===== config.mk =====
export PLATFORM = sky130hd
export DESIGN_NAME = pipeline_ctrl
export DESIGN_NICKNAME = d
export VERILOG_FILES = /design/src/rtl/pipeline_ctrl.sv
export SDC_FILE = /design/constraint.sdc
export NUM_CORES = 1
export LEC_CHECK = 0
export ABC_AREA = 1
export CAP_MARGIN = 20
export CORE_ASPECT_RATIO = 0.6
export CORE_MARGIN = 2
export CORE_UTILIZATION = 37
export DETAILED_ROUTE_END_ITERATION = 16
export PLACE_DENSITY = 0.8
export SKIP_CTS_REPAIR_TIMING = 1
export SYNTH_ARGS = -nofsm -noshare
export SYNTH_HDL_FRONTEND = slang
export SYNTH_SLANG_ARGS = --single-unit

===== constraint.sdc =====
create_clock -name d_clk -period 2.25 [get_ports d_clk]
set_clock_uncertainty 0.1 [all_clocks]
set_input_delay 0.675 -clock d_clk [delete_from_list [all_inputs] [get_ports d_clk]]
set_output_delay 0.675 -clock d_clk [all_outputs]
set_load 0.05 [all_outputs]

===== src/rtl/pipeline_ctrl.sv =====
// pipeline_ctrl: central hazard and trap sequencer for the 5-stage core.
// Generates fetch/decode stall and flush, the load-use interlock and trap/branch redirects.
`ifndef EXCEPTION_WIDTH
`define EXCEPTION_WIDTH 4
`endif
`ifndef ILLEGAL
`define ILLEGAL 0
`endif
`ifndef ECALL
`define ECALL 1
`endif
`ifndef EBREAK
`define EBREAK 2
`endif
`ifndef MRET
`define MRET 3
`endif

module pipeline_ctrl #(
    parameter int AWIDTH = 5,
    parameter int PC_WIDTH = 32,
    parameter int LOAD_LAT = 2,
    parameter int INFLIGHT_W = 3,
    parameter logic [PC_WIDTH-1:0] TRAP_VECTOR = 32'h0000_0100
) (
    input  logic                        d_clk,
    input  logic                        d_rst,
    input  logic                        i_dec_ce,
    input  logic [AWIDTH-1:0]           i_dec_rs1,
    input  logic [AWIDTH-1:0]           i_dec_rs2,
    input  logic [`EXCEPTION_WIDTH-1:0] i_dec_exc,
    input  logic [PC_WIDTH-1:0]         i_dec_pc,
    input  logic                        i_ex_issue,
    input  logic                        i_ex_load,
    input  logic [AWIDTH-1:0]           i_ex_rd,
    input  logic                        i_ex_br_taken,
    input  logic [PC_WIDTH-1:0]         i_ex_target,
    input  logic                        i_wb_retire,
    output logic                        o_stall,
    output logic                        o_flush,
    output logic                        o_redirect,
    output logic [PC_WIDTH-1:0]         o_redirect_pc,
    output logic [PC_WIDTH-1:0]         o_epc,
    output logic [3:0]                  o_cause,
    output logic                        o_busy
);

    typedef enum logic [1:0] {RUN, LSTALL, DRAIN, TRAP} state_t;

    localparam logic [2:0] LAT_M1 = 3'(LOAD_LAT - 1);

    state_t                state, state_next;
    logic [2:0]            stall_cnt, stall_cnt_next;
    logic [INFLIGHT_W-1:0] inflight;
    logic [PC_WIDTH-1:0]   epc_next;
    logic [3:0]            cause_next;
    logic                  is_mret, is_mret_next;
    logic                  stall, flush, redirect;
    logic [PC_WIDTH-1:0]   redirect_pc;
    logic                  exc_trap, exc_any, hazard;

    assign exc_trap = i_dec_exc[`ILLEGAL] | i_dec_exc[`ECALL] | i_dec_exc[`EBREAK];
    assign exc_any  = exc_trap | i_dec_exc[`MRET];
    assign hazard   = i_dec_ce && i_ex_load && (i_ex_rd != '0) &&
                      ((i_ex_rd == i_dec_rs1) || (i_ex_rd == i_dec_rs2));

    always_ff @(posedge d_clk or negedge d_rst) begin
        if (!d_rst) begin
            state     <= RUN;
            stall_cnt <= '0;
            o_epc     <= '0;
            o_cause   <= '0;
            is_mret   <= 1'b0;
        end else begin
            state     <= state_next;
            stall_cnt <= stall_cnt_next;
            o_epc     <= epc_next;
            o_cause   <= cause_next;
            is_mret   <= is_mret_next;
        end
    end

    // Saturating count of instructions between execute and writeback.
    always_ff @(posedge d_clk or negedge d_rst) begin
        if (!d_rst) begin
            inflight <= '0;
        end else begin
            case ({i_ex_issue, i_wb_retire})
                2'b10:   if (inflight != '1) inflight <= inflight + 1'b1;
                2'b01:   if (inflight != '0) inflight <= inflight - 1'b1;
                default: inflight <= inflight;
            endcase
        end
    end

    always_comb begin
        state_next     = state;
        stall_cnt_next = stall_cnt;
        epc_next       = o_epc;
        cause_next     = o_cause;
        is_mret_next   = is_mret;
        stall          = 1'b0;
        flush          = 1'b0;
        redirect       = 1'b0;
        redirect_pc    = '0;
        case (state)
            RUN: begin
                if (i_ex_br_taken) begin
                    flush       = 1'b1;
                    redirect    = 1'b1;
                    redirect_pc = i_ex_target;
                end else if (i_dec_ce && exc_any) begin
                    // MRET keeps the saved EPC and cause so the return can use them.
                    flush        = 1'b1;
                    state_next   = DRAIN;
                    is_mret_next = !exc_trap;
                    if (exc_trap) begin
                        epc_next = i_dec_pc;
                        if (i_dec_exc[`ILLEGAL])     cause_next = 4'd2;
                        else if (i_dec_exc[`EBREAK]) cause_next = 4'd3;
                        else                         cause_next = 4'd11;
                    end
                end else if (hazard) begin
                    stall          = 1'b1;
                    stall_cnt_next = LAT_M1;
                    state_next     = (LOAD_LAT == 1) ? RUN : LSTALL;
                end
            end
            LSTALL: begin
                if (i_ex_br_taken) begin
                    flush          = 1'b1;
                    redirect       = 1'b1;
                    redirect_pc    = i_ex_target;
                    stall_cnt_next = '0;
                    state_next     = RUN;
                end else if (stall_cnt == '0) begin
                    state_next = RUN;
                end else begin
                    stall          = 1'b1;
                    stall_cnt_next = stall_cnt - 1'b1;
                end
            end
            DRAIN: begin
                if (i_ex_br_taken) begin
                    flush       = 1'b1;
                    redirect    = 1'b1;
                    redirect_pc = i_ex_target;
                    state_next  = RUN;
                end else begin
                    stall = 1'b1;
                    flush = 1'b1;
                    if (inflight == '0) state_next = TRAP;
                end
            end
            TRAP: begin
                flush       = 1'b1;
                redirect    = 1'b1;
                redirect_pc = is_mret ? o_epc : TRAP_VECTOR;
                state_next  = RUN;
            end
            default: state_next = RUN;
        endcase
    end

    // Outputs are forced low while reset is held, regardless of pipeline inputs.
    assign o_stall       = d_rst & stall;
    assign o_flush       = d_rst & flush;
    assign o_redirect    = d_rst & redirect;
    assign o_redirect_pc = d_rst ? redirect_pc : '0;
    assign o_busy        = d_rst & (state != RUN);

endmodule


==> qor.yml <==
placed_design:
  place_congestion: 0.943
  dp_hpwl_um: 7550
  io_buffers: 160
  post-place-ws_ns: -0.683
floorplanning:
  start_util_pct: 38.7
  die_h_um: 69.0
  die_w_um: 112
  ios: 162
  num_rows: 23
  coreArea_um2: 6730
  dieArea_um2: 7760
detailed_routing:
  wl_um: 9920
  vias: 3166
  first_pass_iters: 5
  drc: 0
  via_per_inst: 4.96
  drtIter0Drc: 259
  wl_per_cell_um: 15.5
  drtAntennaViolNets: 0
logic_synthesis:
  synth_ff_type: "dfrtp_1"
  synth-seq-cells: 44
  synth_area_leader_cell: "dfrtp_1"
  yosysMostFrequentCell: "nand2_1"
  ys_seq_area_share_pct: 42.2
  yosysUniqueCellTypes: 31
  ys_warn_count: 0
  synth.area.top_cells: "dfrtp_1, nand2_1, a22oi_1"
  synth_nets: 455
  syn_inst: 362
  synth_edf_count: 0
  synth_area_um2: 2610
  synth.top_cell.area_share_pct: 42.2
  syn_area_per_cell_um2: 7.20
  async_reset_ff_share_pct: 100
  yosys-top-cells-count: "nand2_1, nor2_1, dfrtp_1"
cts:
  cts_root_buffer: "clkbuf_16"
  numCtsBuffers: 5
  clkLatencyLatePin_ns: 0.28
  cts_tree: "built"
  clockBufferDepth: 2
  path_clk_slew_ns: 0.07
  clock_sinks: 44
  htreeDepth: 2
timing:
  finalCritPeriodShare_pct: 111
  slew_headroom_pct: 62.5
  setup_viol: 34
  min_period_ns: 2.50
  worst_pin_slew_ns: 0.563
  setup_ws_ns: -0.252
  hold_viol: 0
  rsz0062_at_grt: "yes"
  final_max_slew_viol_count: 0
  fmax_ghz: 0.400
  fin_setup_tns_ns: -6.99
final_layout:
  nNetsFinal: 643
  final_layout_size_suffix_gt1_share_pct: 35.2
  antennaDiodeCount: 0
  synthToLayoutAreaGrowth_pct: 107
global_routing:
  grtUsageMet1_pct: 33.6
  grt_pass1_vias: 2987
  antenna_found_initial: 0
  track_usage_pct: 24.3
  grt_overflow: 0
  grt_max_degree: 45
  use_met3_pct: 4.93
  grt_pass1_wl_um: 15200
  top_usage_layer: "met2"
  met2_usage_pct: 40.8
worst_setup_path:
  critPathLaunch: "state[0]"
  r2r_end: "o_epc[1]"
  crit_path_end_kind: "primary output"
  cp.arrival_ns: 1.73
  crit_type: "reg2out"
  worst-r2r-cell-count: 10
  worst_ep_required_time_ns: 1.47
  cp_max_fo: 4
  r2r_slack_ns: 0.57
  crit_path_start_kind: "flop"
  r2r-start: "state[0]"
min_path:
  hold_class: "reg2reg"
  worstHoldPathCells: 1
  min_to: "o_cause[1]"
  hold_start: "o_cause[1]"
pwr:
  p_leak_uw: 0.00264
  powerDensity_nw_per_um2: 1130
  ir_worst_vdd_mv: 0.749
run:
  cap_viol_max_count: 0
outcome:
  status: "finished with violations"
  violations: "negative setup slack"
-- worst max-delay path by stage --
stage,to,depth (start not counted)
2_1_floorplan,o_redirect_pc[8],4
3_3_place_gp,o_stall,10
3_5_place_dp,o_stall,10
4_1_cts,o_stall,10
5_1_grt,o_stall,8
6_report,o_stall,8
-- layout make-up --
cell class              count  area (um2)
repair buffers            197        2280
well taps                  87         109
flip-flops and latches     44        1100
fillers                   430        1340
clock inverters             2        15.0
inverters                  34         135
clock buffers               6         139
multi-input cells         268        1620
-- logic make-up (layout without fill, tap and decap cells) --
family | Yosys count | after routing | share of synthesized area (%)
fa+ha+maj | 3 | 3 | 1.73
xor+xnor | 6 | 6 | 2.02
flops | 44 | 44 | 42.2
other cells | 1 | 1 | 0.144
compound gates | 48 | 48 | 13.0
simple gates | 210 | 210 | 32.5
buf+inv | 50 | 239 | 8.40
-- sequential cells by signal (all words and copies together) (netlist names) --
signal / count
inflight: 3
is_mret: 1
o_cause: 3
o_epc: 32
stall_cnt: 3
state: 2
-- per-layer routing --
| metal | wire length (um) | vias to the layer above |
|---|---|---|
| met5 | 0 | - |
| met4 | 29 | 0 |
| met3 | 719 | 4 |
| met2 | 4800 | 160 |
| met1 | 4370 | 1482 |
| li1 | - | 1520 |
-- worst max-delay path, stage by stage, from the launching register on --
cell     delay, ns
dfrtp_1       0.37
buf_4         0.15
inv_1         0.08
nor2_1        0.16
nand2_1       0.11
nor2_1        0.17
a31oi_2       0.08
a21oi_4       0.18
buf_12        0.15
-- cells in the final DEF, fill, tap and decap left out, types with 2 or more instances in the layout --
master	netlist	final
a21oi_1	3	2
a21oi_4	0	2
a22oi_1	31	27
a22oi_2	0	4
buf_12	0	44
buf_4	5	64
buf_6	0	4
clkbuf_16	0	6
clkbuf_2	0	4
clkdlybuf4s50_1	0	66
clkinvlp_4	0	2
dfrtp_1	44	44
dlymetal6s2s_1	0	11
ha_1	2	2
inv_1	31	24
inv_2	2	8
nand2_1	139	136
nand2_2	1	4
nand3_1	10	9
nor2_1	50	15
nor2_2	3	4
nor2_4	2	36
nor3_1	2	2
o21ai_0	6	6
xnor2_1	4	4
xor2_1	2	2
-- power breakdown --
part | leakage [uW] | switching [uW] | internal [uW]
sequential | 0.000543 | 307 | 1170
clock | 0.0000691 | 310 | 442
combinational | 0.00203 | 2470 | 1400
total | 0.00264 | 3090 | 3010
-- through the flow --
step	instances	hold slack, ns	power, uW	area [um2]	utilization (%)
after global placement	622	0.352	5190	5080	75.5
after floorplan	362	0.279	3820	2920	-
after global routing	638	0.400	6420	5400	80.2
after CTS	630	0.378	6040	5240	77.7
final	638	0.376	6100	5400	80.2
after detailed placement	622	0.361	5280	5080	75.5
No activity file was read; power rests on OpenSTA's default activity.
